==> config.mk <==
export PLATFORM = sky130hd
export DESIGN_NAME = dram_arb
export DESIGN_NICKNAME = d
export VERILOG_FILES = /design/src/rtl/dram_arb.sv
export SDC_FILE = /design/constraint.sdc
export NUM_CORES = 1
export LEC_CHECK = 0
export CORE_MARGIN = 2
export CORE_UTILIZATION = 34
export CTS_CLUSTER_DIAMETER = 30
export DETAILED_ROUTE_END_ITERATION = 10
export PLACE_DENSITY = 0.78
export REMOVE_ABC_BUFFERS = 1
export SLEW_MARGIN = 10
export SYNTH_ARGS = -nofsm -noshare
export SYNTH_HDL_FRONTEND = slang
export SYNTH_SLANG_ARGS = --single-unit
==> constraint.sdc <==
create_clock -name clk -period 2.65 [get_ports clk]
set_clock_uncertainty 0.15 [all_clocks]
set_input_delay 0.265 -clock clk [delete_from_list [all_inputs] [get_ports clk]]
set_output_delay 0.265 -clock clk [all_outputs]
set_load 0.02 [all_outputs]
==> src/rtl/dram_arb.sv <==
// dram_arb: two-requester round-robin DRAM read arbiter with an in-order
// tag FIFO for read returns, plus an always-granted registered write path.
// Ports: clk/srstn; rd_req/rd_addr0/rd_addr1 -> rd_gnt/rd_valid/rd_data;
//   wr_req/wr_addr/wr_data -> wr_gnt; dram_en_rd/dram_addr_rd,
//   dram_valid/dram_data_rd, dram_en_wr/dram_addr_wr/dram_data_wr;
//   busy, err (sticky), perf_stall.
// Option: DRAM_ARB_PERF_EN enables the saturating read-stall counter.
module dram_arb #(
  parameter int DATA_WIDTH = 32,
  parameter int ADDR_WIDTH = 18,
  parameter int TAG_DEPTH  = 4
) (
  input  logic                  clk,
  input  logic                  srstn,
  input  logic [1:0]            rd_req,
  input  logic [ADDR_WIDTH-1:0] rd_addr0,
  input  logic [ADDR_WIDTH-1:0] rd_addr1,
  output logic [1:0]            rd_gnt,
  output logic [1:0]            rd_valid,
  output logic [DATA_WIDTH-1:0] rd_data,
  input  logic                  wr_req,
  input  logic [ADDR_WIDTH-1:0] wr_addr,
  input  logic [DATA_WIDTH-1:0] wr_data,
  output logic                  wr_gnt,
  output logic                  dram_en_rd,
  output logic [ADDR_WIDTH-1:0] dram_addr_rd,
  input  logic                  dram_valid,
  input  logic [DATA_WIDTH-1:0] dram_data_rd,
  output logic                  dram_en_wr,
  output logic [ADDR_WIDTH-1:0] dram_addr_wr,
  output logic [DATA_WIDTH-1:0] dram_data_wr,
  output logic                  busy,
  output logic                  err,
  output logic [15:0]           perf_stall
);

  localparam int PW =
    (TAG_DEPTH > 1) ? $clog2(TAG_DEPTH) : 1;
  localparam int CW = $clog2(TAG_DEPTH) + 1;

  logic [TAG_DEPTH-1:0] tag_q;
  logic [PW-1:0]        wr_ptr;
  logic [PW-1:0]        rd_ptr;
  logic [CW-1:0]        count;
  logic                 last;

  logic full;
  logic empty;
  logic can_gnt;
  logic push;
  logic pop;
  logic gnt_id;
  logic head_id;
  logic err_set;

  assign full  = (count == CW'(TAG_DEPTH));
  assign empty = (count == '0);

  // A full FIFO may still grant when a return frees a slot this cycle.
  assign can_gnt = srstn & (~full | dram_valid);

  always_comb begin
    rd_gnt = 2'b00;
    if (can_gnt) begin
      unique case (rd_req)
        2'b01:   rd_gnt = 2'b01;
        2'b10:   rd_gnt = 2'b10;
        2'b11:   rd_gnt = last ? 2'b01 : 2'b10;
        default: rd_gnt = 2'b00;
      endcase
    end
  end

  assign push   = |rd_gnt;
  assign gnt_id = rd_gnt[1];

  // With an empty FIFO a same-cycle push is returned straight through.
  assign head_id = empty ? gnt_id : tag_q[rd_ptr];
  assign pop     = srstn & dram_valid & (~empty | push);
  assign err_set = srstn & dram_valid & empty & ~push;

  always_comb begin
    rd_valid = 2'b00;
    if (pop) begin
      rd_valid = head_id ? 2'b10 : 2'b01;
    end
  end

  assign rd_data = srstn ? dram_data_rd : '0;
  assign wr_gnt  = wr_req;
  assign busy    = ~empty | dram_en_rd | dram_en_wr;

  always_ff @(posedge clk or negedge srstn) begin
    if (!srstn) begin
      tag_q  <= '0;
      wr_ptr <= '0;
      rd_ptr <= '0;
      count  <= '0;
      last   <= 1'b1;
      err    <= 1'b0;
    end else begin
      if (push) begin
        tag_q[wr_ptr] <= gnt_id;
        wr_ptr        <= wr_ptr + PW'(1);
        last          <= gnt_id;
      end
      if (pop) begin
        rd_ptr <= rd_ptr + PW'(1);
      end
      unique case ({push, pop})
        2'b10:   count <= count + CW'(1);
        2'b01:   count <= count - CW'(1);
        default: count <= count;
      endcase
      if (err_set) begin
        err <= 1'b1;
      end
    end
  end

  always_ff @(posedge clk or negedge srstn) begin
    if (!srstn) begin
      dram_en_rd   <= 1'b0;
      dram_addr_rd <= '0;
    end else begin
      dram_en_rd <= push;
      if (push) begin
        dram_addr_rd <= gnt_id ? rd_addr1 : rd_addr0;
      end
    end
  end

  always_ff @(posedge clk or negedge srstn) begin
    if (!srstn) begin
      dram_en_wr   <= 1'b0;
      dram_addr_wr <= '0;
      dram_data_wr <= '0;
    end else begin
      dram_en_wr <= wr_req;
      if (wr_req) begin
        dram_addr_wr <= wr_addr;
        dram_data_wr <= wr_data;
      end
    end
  end

`ifdef DRAM_ARB_PERF_EN
  always_ff @(posedge clk or negedge srstn) begin
    if (!srstn) begin
      perf_stall <= '0;
    end else if ((|rd_req) && !push &&
                 (perf_stall != 16'hFFFF)) begin
      perf_stall <= perf_stall + 16'd1;
    end
  end
`else
  assign perf_stall = '0;
`endif

endmodule

Word-level counts from Yosys, hierarchy flattened --
Cells that the tools add are included. Widths: inputs -> output; s select.
Operators by class: multipliers 0, muxes and demuxes 14, $lt $le $gt $ge 3, add/sub/neg operators 4, bitwise operators 12, eq/ne operators 6, shift operators 0, reductions and logical operators 4, divide/modulo/power cells 0
Operators by type and width (number):
- $mux 32 | 1
- $mux 18 | 1
- $mux 2 | 4
- $eq 2x2->1 const B | 3
- $lt 2x3->1 const B | 2
- $pmux 2 s3 | 1
- $pmux 3 s2 | 1
- $and 1x1->1 | 5
- $add 2x1->2 const B | 2
- $bwmux 4 | 1
- $eq 2x1->1 const B | 2
- $or 1x1->1 | 4
- $add 3x1->3 const B | 1
- $eq 3x3->1 const B | 1
- $logic_not 3->1 | 1
- $mux 1 | 3
- $not 1->1 | 3
- $sub 3x1->3 const B | 1
- $bmux 1 s2 | 1
- $demux 1 s2 | 1
- $ge 2x1->1 const B | 1
- $reduce_bool 2->1 | 1
- $reduce_or 2->1 | 1
- $logic_and 1x1->1 | 1
Storage, ports and cells: bits in latches 0, memory bits (read-only) 0, word-level logic and storage cells 54, flip-flop bits (word level) 83, RAM bits 0, output and inout bits 125, memories 0, input bits 124

Depth between registers and ports, before layout --
depth after elaboration 10, mapped depth 10, depth with buffers taken out 8

Worst setup path after synthesis --
Ideal clock, no wire load.
kind flip-flop to flip-flop, start register count[0], end register count[2], cell stages (with the launch flop) 11, slack 156 ps, library setup time 79 ps, arrival 2265 ps, clock period less this slack 2494 ps, path through dfrtp_1 > or4b_4 > buf_6 > nand3b_4 > buf_12 > ha_1 > inv_1 > fa_1 > xor2_1 > nor2_1 > xor2_1
Between the ends: cells in the longest elaborated chain, start to end 10, elaborated cells between the ends (all ways) 16, classes of those cells add/sub: 2; eq/ne: 3; mux: 2; bitwise: 6; reduce/logical: 3
Ends and longest elaborated chain:
- from (decl) | RTL line 44 | logic [CW-1:0] count;
- from (signal assigned) | RTL line 111 | 2'b10: count <= count + CW'(1);
- from (signal assigned) | RTL line 112 | 2'b01: count <= count - CW'(1);
- from (signal assigned) | RTL line 113 | default: count <= count;
- $eq 3x3->1 | RTL line 56 | assign full = (count == CW'(TAG_DEPTH));
- $not 1->1 | RTL line 60 | assign can_gnt = srstn & (~full | dram_valid);
- $or 1x1->1 | RTL line 60
- $and 1x1->1 | RTL line 60
- $mux 2 | RTL line 64 | if (can_gnt) begin
- $reduce_or 2->1 | RTL line 74 | assign push = |rd_gnt;
- $or 1x1->1 | RTL line 79 | assign pop = srstn & dram_valid & (~empty | push);
- $and 1x1->1 | RTL line 79
- $eq 2x1->1 / $eq 2x2->1 (equally long branches) | RTL line 110 | unique case ({push, pop})
- $pmux 3 s2 / $reduce_bool 2->1 (equally long branches)
Several ways; a longest one is shown, not always the timed one. A chain may end at the register's enable or synchronous reset.

Final worst setup path --
start register count[1], end output rd_gnt[1]
Between the ends: cells in the longest elaborated chain, start to end 5
Ends and longest elaborated chain:
- $eq 3x3->1 | RTL line 56
- $not 1->1 | RTL line 60
- $or 1x1->1 | RTL line 60
- $and 1x1->1 | RTL line 60
- $mux 2 | RTL line 64
- to (decl) | RTL line 18 | output logic [1:0] rd_gnt,
No other way between the ends.

==> impl_metrics.py <==
metrics = {
    "placement": {
        "post-place-cells": 656,
        "io_buffer_count": 232,
        "dp_hpwl_um": 8740,
        "routabilityCongestion": 0.885,
        "dp_worst_setup_slack_ps": -53.5,
    },
    "sta": {
        "slew-limit-headroom_pct": 58.3,
        "finalMaxSlewViolations": 0,
        "setup_violations": 0,
        "period_share_pct": 95.9,
        "max_freq_mhz": 394,
        "hold_viol_final": 0,
        "worstMarginPinSlew_ps": 625,
        "period_minus_slack_ps": 2540,
        "worst_slack_ps": 110,
        "rsz0062_at_grt": "no",
        "tns_ps": 0,
    },
    "flow_run": {
        "drv_cap": 0,
    },
    "global_routing": {
        "grt_use_total_pct": 17.3,
        "grt_pass1_vias": 3333,
        "grt_pass1_wl_um": 17200,
        "grt_max_degree": 52,
        "antenna_found_initial": 0,
        "gr-total-overflow": 0,
    },
    "finish": {
        "nets": 655,
        "multi_input_area_um2": 1700,
        "drive_gt1_share_pct": 23.0,
        "diodes": 0,
        "final_cells": 673,
        "regArea_um2": 2080,
        "syn2layout_area_growth_pct": 68.2,
        "fill_cells": 949,
        "final_core_util_pct": 58.6,
    },
    "yosys": {
        "synth_seq_area_share_pct": 52.2,
        "synth_cell_types": 36,
        "ys_warn_count": 0,
        "synth-edff-count": 0,
        "synth_top_area_share_pct": 51.6,
        "yosysTopAreaCell": "dfrtp_1",
        "ys_async_sr_fraction_pct": 100,
        "syn_area_um2": 3980,
        "ys_ff_latch": 83,
        "synth.avg_cell_area_um2": 13.9,
        "syn_inst": 287,
        "synth_area_leaders": "dfrtp_1 (52%), mux2_2 (20%), mux2_4 (6.4%), and2_1 (5.0%), buf_4 (3.2%)",
        "synth_ff_type": "dfrtp_1",
    },
    "clocking": {
        "clock_sinks": 83,
        "cts_buffers": 9,
        "h-tree-depth": 3,
        "clk_latency_ps": 330,
        "clk_pin_slew_ps": 60,
        "cts_tree": "yes",
        "cts_buffer_depth": 2,
        "postCtsSetupBuffers": 0,
        "clockRootBuffer": "clkbuf_16",
    },
    "run_status": {
        "status": "completed",
    },
    "setup_path": {
        "critPathArrivalTime_ps": 2130,
        "worstPathMaxFanout": 8,
        "worstReg2RegEnd": "count[2]",
        "reg2reg_from": "count[1]",
        "critPathCaptureType": "output pin",
        "cp-start-kind": "flop",
        "worst-setup-path-type": "flop to output pin",
        "reg2reg_depth": 8,
        "rrSetupSlack_ps": 240,
        "cp_data_required_time_ps": 2240,
    },
    "die": {
        "die-width_um": 112,
        "rows": 39,
        "start_util_pct": 34.8,
        "dieArea_um2": 12600,
        "coreArea_um2": 11400,
        "die_y_um": 112,
        "io_pins": 249,
    },
    "detailed_routing": {
        "dr.pass1.iters": 4,
        "routed_wl_um": 11100,
        "antenna_left": 0,
        "vias_per_cell": 4.64,
        "dr.first_iter.drc_count": 137,
        "routedWlPerCell_um": 16.5,
        "drc_errors": 0,
        "vias": 3126,
    },
    "power_and_ir_drop": {
        "power_density_nw_per_um2": 686,
        "ir_drop_mv": 0.323,
        "p_leak_uw": 0.00284,
    },
    "hold_path": {
        "hp-class": "primary input to asynchronous set/reset pin",
    },
}
cells in the final DEF, fill, tap and decap left out, types with 2 or more instances in the layout:
| cell type | Yosys | final |
|---|---|---|
| a31oi_1 | 2 | 2 |
| nand4_1 | 4 | 4 |
| nand2_1 | 2 | 2 |
| a32o_1 | 4 | 4 |
| a21oi_1 | 2 | 2 |
| mux2_2 | 70 | 70 |
| clkbuf_16 | 0 | 9 |
| nor2_1 | 4 | 4 |
| and2_1 | 32 | 32 |
| and3_1 | 2 | 2 |
| xnor2_1 | 2 | 2 |
| dfrtp_1 | 82 | 82 |
| dlygate4sd2_1 | 0 | 2 |
| conb_1 | 1 | 16 |
| buf_4 | 17 | 13 |
| clkdlybuf4s50_1 | 0 | 228 |
| mux2_4 | 17 | 17 |
| ha_1 | 5 | 5 |
| inv_1 | 6 | 6 |
| clkinv_2 | 0 | 3 |
| xor2_1 | 4 | 4 |
| mux2i_1 | 2 | 2 |
worst max-delay path, cell delays in order, from the launching register on:
cell and delay (ps):
dfrtp_1 400, or4b_4 620, and3_1 220, clkdlybuf4s50_1 560
report_power, final:
part / total [uW] / switching, uW / internal [uW]
Combinational: 1640 / 715 / 928
Sequential: 1710 / 178 / 1540
Clock: 1230 / 481 / 751
synthesized netlist by cell type, types with 3 or more instances:
master    instances
a32o_1            4
and2_1           32
buf_2             3
buf_4            17
clkbuf_1          9
dfrtp_1          82
ha_1              5
inv_1             6
mux2_2           70
mux2_4           17
nand4_1           4
nor2_1            4
xor2_1            4
metrics by stage:
step | hold slack [ps] | cell area (um2) | total power, uW
final | 17.0 | 6690 | 4590
after global routing | 60.6 | 6690 | 4820
after CTS | 15.0 | 6690 | 4660
after detailed placement | 18.8 | 6390 | 3400
after global placement | 13.3 | 6390 | 3350
after floorplan | -181 | 3800 | 2560
worst max-delay path by stage:
stage | start | to | depth (start not counted)
6_report | count[1] | rd_gnt[1] | 3
5_1_grt | count[1] | rd_gnt[1] | 3
4_1_cts | count[1] | rd_gnt[1] | 3
3_5_place_dp | dram_valid | rd_valid[0] | 5
3_3_place_gp | dram_valid | rd_valid[0] | 5
2_1_floorplan | count[0] | count[2] | 8
routing by layer:
metal	track usage, %	routed length, um
met1	18.6	4010
met4	5.28	131
met2	33.1	6160
met3	4.70	797
met5	0	0
repair_timing:
action,4_1_cts,5_1_grt
setup endpoints to repair,2,0
endpoints found under the hold margin,7,0
resized for setup,2,0
hold buffers,1,0
registers in the layout (all words and copies together), names as in the netlist:
register and count:
wr_ptr 2, dram_en_wr 1, tag_q 4, err 1, dram_addr_wr 18, dram_addr_rd 18, last 1, dram_en_rd 1
rd_ptr 2, count 3, dram_data_wr 32
kinds of logic (layout without fill, tap and decap cells):
kind of cell	Yosys count	after routing	synth area share [%]
other	1	16	0.0943
buffers and inverters	39	267	6.39
AND/OR/NAND/NOR	51	51	8.24
flip-flops	83	83	52.2
AO/OA/AOI/OAI	11	11	2.33
XOR/XNOR	6	6	1.32
adder cells (fa/ha/maj)	6	6	2.08
multiplexers	90	90	27.3
final cells by class:
class | instances | area share (%)
Clock buffer | 11 | 3.63
Clock inverter | 5 | 0.786
Inverter | 6 | 0.337
Multi-Input combinational cell | 180 | 25.4
Sequential cell | 83 | 31.1
Tap cell | 143 | 2.67
Timing Repair Buffer | 245 | 36.1
Note: power is estimated with default switching activity, not from simulation.
==> patch, RTL diff (same settings) <==
The parameter `TAG_DEPTH` goes from 4 to 8.
--- a/src/rtl/dram_arb.sv
+++ b/src/rtl/dram_arb.sv
@@ -9,5 +9,5 @@
   parameter int DATA_WIDTH = 32,
   parameter int ADDR_WIDTH = 18,
-  parameter int TAG_DEPTH  = 4
+  parameter int TAG_DEPTH  = 8
 ) (
   input  logic                  clk,
Check against the original RTL: not equivalent (a bounded check fails within 10 cycles, from zero or initial values and one cycle with srstn low).
==> patch against the unedited design <==
Sequential power rose by 11%; design area rose by 4.7%; sequential cell count rose by 7; critical endpoint is now count[2]$_DFFE_PN0P_; routed wire length fell by 2.8%; worst hold slack improved by 0.17 ns; setup slack improved by 0.017 ns; via count rose by 7.0%; power rose by 5.0%; global-route usage fell by 0.98 points; largest cell class unchanged; maximum frequency rose by 0.66%; synthesized area rose by 5.8%; die area rose by 5.6%.
==> patch: results (changes against the unedited design) <==
metric;value;unit;change
status;complete, no violations;;
placedCellCount;732;;+12%
fillers;1027;;+8.2%
synthTopCellsByArea;dfrtp_1 (53%), mux2_2 (16%), mux2i_1 (5.5%);;
post-dp-hpwl;8.499;mm;-2.8%
grt_pass1_wl;17.20;mm;about the same
synth_seq_cells;90;;+8.4%
cts_setup_buffers;0;;unchanged
crit_path_max_fanout;6;;-2
hold_ws;0.1880;ns;+0.1711 ns
grt_pass1_vias;3473;;+4.2%
multi_input_comb_cells;225;;+25%
regArea;2255;um2;+8.5%
ys_types;39;;+8.3%
gp_congestion;0.7694;;-13%
clock_buffers;14;;+3
drive_gt1_share;16.52;%;-6.5 points
synth_commonest_cells;dfrtp_1 (89), mux2_2 (60), and2_1 (33), mux2i_1 (23), nand2_1 (22);;
buf_share;34.55;%;-1.5 points
postSynthCellCount;341;;+19%
p_leak;2.948;nW;+3.9%
synth-xor-area-share;1.873;%;+0.55 points
taps;168;;+17%
cpPeakStageDelay;0.44;ns;-0.18 ns
grt_max_degree;59;;+13%
seq_area_frac_synth;53.55;%;+1.3 points
multi_input_area_share;25.49;%;+0.048 points
inv_count;5;;-1
crit_end;count[2]$_DFFE_PN0P_;;
dpl_cell_area;6671;um2;+4.5%
clock_area_share;4.486;%;+0.072 points
worst_slack;0.1263;ns;+0.01657 ns
stdcell_area;7000;um2;+4.7%
final_cells;749;;+11%
drt_iter0_markers;114;;-17%
synth_fa_ha_area_share;1.487;%;-0.59 points
synth_compound_area_share;4.758;%;+2.4 points
cp_data_arrival_time;2.58;ns;+0.45 ns
synth_top_cell_area_share;52.93;%;+1.3 points
finalWirelength;10.78;mm;-2.8%
ir_drop;0.3115;mV;-3.7%
viasPerCell;4.467;;-3.8%
reg2reg_depth;9;;+1
patch: cell types whose count changed after synthesis, moves of 7 or more:
cell,change
mux2i_1,+21
nand2_1,+20
o21ai_0,+20
mux2_4,-17
mux2_2,-10
dfrtp_1,+7
patch: power breakdown:
group | leakage (nW) | internal (W) | total [W] | switching (W)
combinational | 1.72 | 0.000871 | 0.00159 | 0.000718
sequential | 1.08 | 0.00167 | 0.00190 | 0.000233
clock | 0.151 | 0.000853 | 0.00133 | 0.000477
total | 2.95 | 0.00339 | 0.00482 | 0.00143
patch: routing by layer:
layer	wire [um]	vias up	track usage, %	share of wire (%)
met5	0	-	0	0
met4	209	0	6.185	1.9
met3	651	15	4.481	6.0
met2	5697	124	28.71	53
met1	4223	1593	19.10	39
li1	-	1614	-	-
